`config.mk`:
```
export PLATFORM = sky130hd
export DESIGN_NAME = wb_cmd_master_flat
export DESIGN_NICKNAME = d
export VERILOG_FILES = /design/src/rtl/wb_cmd_master_if.sv /design/src/rtl/wb_cmd_master.sv /design/src/flat_wrapper.sv
export SDC_FILE = /design/constraint.sdc
export NUM_CORES = 1
export LEC_CHECK = 0
export BUFFER_PORTS_ARGS = -buffer_cell sky130_fd_sc_hd__buf_4
export CAP_MARGIN = 5
export CORE_UTILIZATION = 43
export CTS_BUF_LIST = sky130_fd_sc_hd__clkbuf_8
export CTS_CLUSTER_DIAMETER = 100
export DETAILED_ROUTE_END_ITERATION = 7
export PLACE_DENSITY = 0.78
export REMOVE_ABC_BUFFERS = 1
export SYNTH_ARGS = -nofsm -noshare
export SYNTH_HDL_FRONTEND = slang
export SYNTH_SLANG_ARGS = --single-unit
```
`constraint.sdc`:
```
create_clock -name wb_clk -period 2.1 [get_ports wb_clk]
set_input_delay 0.315 -clock wb_clk [delete_from_list [all_inputs] [get_ports wb_clk]]
set_output_delay 0.315 -clock wb_clk [all_outputs]
set_load 0.01 [all_outputs]
```
`src/rtl/wb_cmd_master_if.sv`:
```
// Wishbone classic bus bundle between the command master and a slave.
// The _o/_i suffixes follow the master's point of view on both modports.
interface wb_cmd_master_if #(
    parameter int AW = 32,
    parameter int DW = 32
);
    logic [AW-1:0]   wb_adr_o;
    logic [DW-1:0]   wb_dat_o;
    logic [DW/8-1:0] wb_sel_o;
    logic            wb_we_o;
    logic            wb_cyc_o;
    logic            wb_stb_o;
    logic [DW-1:0]   wb_dat_i;
    logic            wb_ack_i;
    logic            wb_err_i;

    modport master (
        output wb_adr_o, wb_dat_o, wb_sel_o, wb_we_o, wb_cyc_o, wb_stb_o,
        input  wb_dat_i, wb_ack_i, wb_err_i
    );

    modport slave (
        input  wb_adr_o, wb_dat_o, wb_sel_o, wb_we_o, wb_cyc_o, wb_stb_o,
        output wb_dat_i, wb_ack_i, wb_err_i
    );
endinterface

```
`src/rtl/wb_cmd_master.sv`:
```
// Wishbone classic master: one bus cycle per command, one-deep pending slot,
// ack/err/timeout termination and a one-cycle done/err status pulse.
module wb_cmd_master #(
    parameter int AW      = 32,
    parameter int DW      = 32,
    parameter int TIMEOUT = 256
) (
    input  logic            wb_clk,
    input  logic            wb_rst,
    input  logic            start,
    input  logic [AW-1:0]   address,
    input  logic [DW/8-1:0] selection,
    input  logic            write,
    input  logic [DW-1:0]   data_wr,
    output logic [DW-1:0]   data_rd,
    output logic            active,
    output logic            done,
    output logic            err,
    output logic            overrun,
    wb_cmd_master_if.master wb
);
    localparam int CW = (TIMEOUT > 2) ? $clog2(TIMEOUT) : 1;
    localparam logic [CW-1:0] CMAX = CW'(TIMEOUT - 1);

    typedef enum logic [1:0] {
        IDLE = 2'd0,
        BUS  = 2'd1,
        DONE = 2'd2
    } state_t;

    state_t state, state_n;

    logic [AW-1:0]   adr_q,  p_adr;
    logic [DW-1:0]   dat_q,  p_dat;
    logic [DW/8-1:0] sel_q,  p_sel;
    logic            we_q,   p_we;
    logic            cyc_q,  p_valid;
    logic [CW-1:0]   cnt;
    logic            err_q, overrun_q;
    logic [DW-1:0]   rd_q;

    logic launch_slot, launch_cmd, bus_end, timeout;
    logic capture, drop;

    assign timeout = (cnt == CMAX);

    // Next state plus launch/termination strobes for the datapath
    always_comb begin
        state_n     = state;
        launch_slot = 1'b0;
        launch_cmd  = 1'b0;
        bus_end     = 1'b0;
        unique case (state)
            IDLE: begin
                if (p_valid) begin
                    launch_slot = 1'b1;
                    state_n     = BUS;
                end else if (start) begin
                    launch_cmd = 1'b1;
                    state_n    = BUS;
                end
            end
            BUS: begin
                if (wb.wb_ack_i || wb.wb_err_i || timeout) begin
                    bus_end = 1'b1;
                    state_n = DONE;
                end
            end
            DONE: begin
                if (p_valid) begin
                    launch_slot = 1'b1;
                    state_n     = BUS;
                end else begin
                    state_n = IDLE;
                end
            end
            default: state_n = IDLE;
        endcase
    end

    // A start not launched directly fills the slot if it is empty or
    // being vacated this same edge; otherwise it is dropped.
    assign capture = start && !launch_cmd && (!p_valid || launch_slot);
    assign drop    = start && p_valid && !launch_slot;

    // State register
    always_ff @(posedge wb_clk) begin
        if (wb_rst) state <= IDLE;
        else        state <= state_n;
    end

    // Registered bus outputs, timeout counter, status and read data
    always_ff @(posedge wb_clk) begin
        if (wb_rst) begin
            adr_q     <= '0;
            dat_q     <= '0;
            sel_q     <= '0;
            we_q      <= 1'b0;
            cyc_q     <= 1'b0;
            cnt       <= '0;
            err_q     <= 1'b0;
            overrun_q <= 1'b0;
            rd_q      <= '0;
        end else begin
            overrun_q <= drop;
            if (launch_slot || launch_cmd) begin
                adr_q <= launch_slot ? p_adr : address;
                dat_q <= launch_slot ? p_dat : data_wr;
                sel_q <= launch_slot ? p_sel : selection;
                we_q  <= launch_slot ? p_we  : write;
                cyc_q <= 1'b1;
                cnt   <= '0;
            end else if (bus_end) begin
                cyc_q <= 1'b0;
                // Without ack or err the cycle can only have timed out
                err_q <= wb.wb_err_i || !wb.wb_ack_i;
                if (wb.wb_ack_i && !wb.wb_err_i && !we_q)
                    rd_q <= wb.wb_dat_i;
            end else if (state == BUS) begin
                cnt <= cnt + 1'b1;
            end
        end
    end

    // One-deep pending command slot
    always_ff @(posedge wb_clk) begin
        if (wb_rst) begin
            p_valid <= 1'b0;
            p_adr   <= '0;
            p_dat   <= '0;
            p_sel   <= '0;
            p_we    <= 1'b0;
        end else if (capture) begin
            p_valid <= 1'b1;
            p_adr   <= address;
            p_dat   <= data_wr;
            p_sel   <= selection;
            p_we    <= write;
        end else if (launch_slot) begin
            p_valid <= 1'b0;
        end
    end

    assign done    = (state == DONE);
    assign err     = done && err_q;
    assign overrun = overrun_q;
    assign active  = (state != IDLE) || p_valid;
    assign data_rd = rd_q;

    assign wb.wb_adr_o = adr_q;
    assign wb.wb_dat_o = dat_q;
    assign wb.wb_sel_o = sel_q;
    assign wb.wb_we_o  = we_q;
    assign wb.wb_cyc_o = cyc_q;
    assign wb.wb_stb_o = cyc_q;
endmodule

```
`src/flat_wrapper.sv`:
```
// flat-port wrapper written by rule: the top's interface ports become plain ports
module wb_cmd_master_flat 
#(
    parameter int AW      = 32,
    parameter int DW      = 32,
    parameter int TIMEOUT = 256
)
  (wb_clk, wb_rst, start, address, selection, write, data_wr, data_rd, active, done, err, overrun, wb_wb_adr_o, wb_wb_dat_o, wb_wb_sel_o, wb_wb_we_o, wb_wb_cyc_o, wb_wb_stb_o, wb_wb_dat_i, wb_wb_ack_i, wb_wb_err_i);
  wb_cmd_master_if #(.AW(AW), .DW(DW)) wb_i ();
  input  logic wb_clk;
  input  logic wb_rst;
  input  logic start;
  input  logic [AW-1:0] address;
  input  logic [DW/8-1:0] selection;
  input  logic write;
  input  logic [DW-1:0] data_wr;
  output logic [DW-1:0] data_rd;
  output logic active;
  output logic done;
  output logic err;
  output logic overrun;
  output wire logic [$bits(wb_i.wb_adr_o)-1:0] wb_wb_adr_o;
  output wire logic [$bits(wb_i.wb_dat_o)-1:0] wb_wb_dat_o;
  output wire logic [$bits(wb_i.wb_sel_o)-1:0] wb_wb_sel_o;
  output wire logic [$bits(wb_i.wb_we_o)-1:0] wb_wb_we_o;
  output wire logic [$bits(wb_i.wb_cyc_o)-1:0] wb_wb_cyc_o;
  output wire logic [$bits(wb_i.wb_stb_o)-1:0] wb_wb_stb_o;
  input wire logic [$bits(wb_i.wb_dat_i)-1:0] wb_wb_dat_i;
  input wire logic [$bits(wb_i.wb_ack_i)-1:0] wb_wb_ack_i;
  input wire logic [$bits(wb_i.wb_err_i)-1:0] wb_wb_err_i;
  assign wb_wb_adr_o = wb_i.wb_adr_o;
  assign wb_wb_dat_o = wb_i.wb_dat_o;
  assign wb_wb_sel_o = wb_i.wb_sel_o;
  assign wb_wb_we_o = wb_i.wb_we_o;
  assign wb_wb_cyc_o = wb_i.wb_cyc_o;
  assign wb_wb_stb_o = wb_i.wb_stb_o;
  assign wb_i.wb_dat_i = wb_wb_dat_i;
  assign wb_i.wb_ack_i = wb_wb_ack_i;
  assign wb_i.wb_err_i = wb_wb_err_i;
  wb_cmd_master #(.AW(AW), .DW(DW), .TIMEOUT(TIMEOUT)) u_core (.wb_clk(wb_clk), .wb_rst(wb_rst), .start(start), .address(address), .selection(selection), .write(write), .data_wr(data_wr), .data_rd(data_rd), .active(active), .done(done), .err(err), .overrun(overrun), .wb(wb_i));
endmodule
```
==> impl_metrics.csv <==
group,metric,value,unit
clock_network,cts_hold_buf,0,
logic_synthesis,netlist_instances,828,
hold_path,hold_end,"u_core.data_rd[17]",
setup_path,worst-path-stages,5,
routing,vias_per_cell,5.06,
final_layout,final_nets,1117,
timing,fmax,514,MHz
timing,hold_slack,96.2,ps
clock_network,cts.sinks,184,
setup_path,crit_chain,"or4b_4, a41o_2, buf_4, or3_1, a21oi_1",
placement,io_buffers,212,
placement,dpl_cell_area,9000,µm²
logic_synthesis,synthSimpleGateAreaFrac,17.4,%
logic_synthesis,yosys_warnings,0,
clock_network,root_buffer,"clkbuf_8",
logic_synthesis,ys.flop_type,"dfxtp_1",
setup_path,worstSetupEndpointType,"flip-flop",
timing,relSlewSlack,72.0,%
placement,hpwl,11.8,mm
setup_path,reg2reg_slack,150,ps
floorplan,ioPinCount,213,
final_layout,area_delta_synth_final,32.5,%
job,maxCapViolCount,0,
floorplan,core_area,16000,µm²
timing,setup_slack,153,ps
floorplan,dieArea,17000,µm²
power_and_ir_drop,vdd_drop_max,0.000402,V
power_and_ir_drop,power_leakage,4.21,nW
routing,first_pass_iters,4,
hold_path,worstHoldStart,"wb_wb_dat_i[17]",
setup_path,critical_path_buf_inv_count,1,
logic_synthesis,syn_area_per_cell,8.58,µm²
floorplan,die_h,131,µm
clock_network,cts_setup_buffers,0,
routing,route.final.wire_length,17.4,mm
logic_synthesis,async_flop_share,0,%
setup_path,worst-path-max-fanout,9,
setup_path,r2r-start,"u_core.state[1]",
clock_network,cts_htree_levels,4,
final_layout,insertedDiodeCount,0,
setup_path,r2r_end,"u_core.cnt[4]",
global_route,overflow,0,
setup_path,crit_slowest_cell,"or4b_4",
floorplan,dieWidth,131,µm
logic_synthesis,ys_top_cells_by_area,"dfxtp_1 (52%), nand2_1 (11%), mux2i_1 (9.7%)",
setup_path,crit_family,"simple AND/OR/NAND/NOR gates",
global_route,grt_max_degree,86,
routing,drt_iter0_drc,284,
floorplan,start_util,44.4,%
timing,fin_worst_skew,9.23,ps
routing,drc,0,
power_and_ir_drop,power_density,829,nW/µm²
timing,setup_viol,0,
timing,fin_crit,1950,ps
logic_synthesis,synth_edf_count,0,
clock_network,cts_tree,"yes",
setup_path,max_stage_delay,560,ps
routing,via_count,6265,
global_route,grt_pass1_wl,26.8,mm
logic_synthesis,synth_mux_area_share,9.72,%
timing,slew_viol_final,0,
logic_synthesis,synth_adder_area_share,0.176,%
global_route,antenna_found_initial,0,
timing,tightest_slew,420,ps
setup_path,start_kind,"flip-flop",
final_layout,stdcell_area,9410,µm²
clock_network,insertion_delay,450,ps
placement,place_congestion,0.756,
timing,finalCritPeriodShare,92.7,%
logic_synthesis,synth_top_family_by_area,"simple AND/OR/NAND/NOR gates",
timing,hold_viol_final,0,
logic_synthesis,yosysTopAreaCellShare,51.9,%
placement,dp_slack,80.7,ps
clock_network,cts_resized,0,
timing,setup_tns,0,ps
hold_path,min_path_type,"input port to flip-flop",
clock_network,clock_path_buffers,2,
logic_synthesis,synth_common_cells,"nand2_1 (206), dfxtp_1 (184), a21oi_1 (108)",
setup_path,reg2reg_depth,5,
routing,ant_nets,0,
logic_synthesis,synth-seq-cells,184,
logic_synthesis,synth_xor_area_share,0.123,%
logic_synthesis,synth_area,7100,µm²
global_route,grt_pass1_vias,5657,
timing,rsz0062_at_grt,"false",
routing,wire_per_inst,14.0,µm
logic_synthesis,yosysUniqueCellTypes,39,
floorplan,row_count,46,
setup_path,cp.required,2490,ps
global_route,globalRouteTotalUtil,20.1,%
setup_path,timing_worst_setup_path_type,"flip-flop to flip-flop",
logic_synthesis,ys_seq_area_share,51.9,%
logic_synthesis,synth_compound_area_share,16.7,%
setup_path,cp.arrival,2340,ps
clock_network,cts_buffers,17,
outcome,status,"complete, no violations",
hold_path,holdPathStages,3,
final_layout,drive_above_1_share,26.4,%
logic_synthesis,synth_most_common_cell,"nand2_1",
clock_network,clkTransAtPathRegs,90,ps
logic_synthesis,synth_area_leader_cell,"dfxtp_1",
## state kept, by name, indices dropped and copies added, names as in the netlist
register	flops
u_core.p_we	1
u_core.wb.wb_cyc_o	1
u_core.p_valid	1
u_core.p_sel	4
u_core.err_q	1
u_core.wb.wb_we_o	1
u_core.wb.wb_adr_o	32
u_core.state	2
u_core.wb.wb_sel_o	4
u_core.cnt	8
u_core.data_rd	32
u_core.wb.wb_dat_o	32
u_core.p_adr	32
u_core.p_dat	32
u_core.overrun	1
## where the power goes
part	switching (mW)	leakage (nW)	total (mW)	internal (mW)
Clock	1.29	0.206	2.47	1.18
Sequential	0.144	1.51	3.90	3.76
Combinational	0.738	2.50	1.43	0.691
## worst min-delay path, cell delays in order
cell     delay, ps
buf_4          110
nand2_1         40
a21oi_1         50
## cell usage in the layout (no fill, tap or decap), drive strengths merged, types with 2 or more instances in the layout
cell type  netlist  layout
a211oi          70      70
a21oi          108     108
and2             3       3
buf             12     231
bufinv           0       3
clkbuf          56      17
clkinv           0       7
clkinvlp         0       2
dfxtp          184     184
inv              3       6
mux2i           69      69
nand2          206     206
nand2b           2       2
nand3            4       4
nand4            2       2
nor2            76      76
nor3b            2       2
o21ai            4       4
o31ai            3       3
or3              3       3
or4              3       3
## worst max path at each step
stage / end / start
floorplan: u_core.wb.wb_adr_o[0] / u_core.state[0]
global placement: u_core.cnt[4] / wb_wb_err_i
detailed placement: u_core.cnt[4] / wb_wb_err_i
CTS: u_core.cnt[4] / u_core.state[1]
global route: u_core.cnt[4] / u_core.state[1]
finish: u_core.cnt[4] / u_core.state[1]
## metal layers
metal  part of all wire (%)  global-route usage (%)
met4                    1.2                    6.63
met2                     46                    33.2
met5                      0                       0
met1                     44                    23.7
met3                    9.1                    7.98
## stage by stage
step / total power, mW / cells / utilization (%)
4_1_cts: 7.89 / 1239 / 58.8
6_report: 7.80 / 1239 / 58.8
3_3_place_gp: 5.39 / 1207 / 56.2
5_1_grt: 8.20 / 1239 / 58.8
2_1_floorplan: 4.65 / 760 / -
3_5_place_dp: 5.42 / 1207 / 56.2
## logic make-up (layout without fill, tap and decap cells)
logic type                 after synthesis  in the layout
muxes                                   69             69
AOI/OAI and AO/OA                      194            194
DFF                                    184            184
and+or+nand+nor                        308            308
xor gates and xnor gates                 1              1
buffers and inverters                   71            266
adders and majority gates                1              1
## cell type report
cell class	count	area (µm²)
Sequential cell	184	3680
Inverter	3	11.3
Clock buffer	17	234
Timing Repair Buffer	231	1870
Multi-Input combinational cell	573	3160
Fill cell	1445	6590
Clock inverter	15	174
Tap cell	216	270
(Power assumes the default switching activity.)
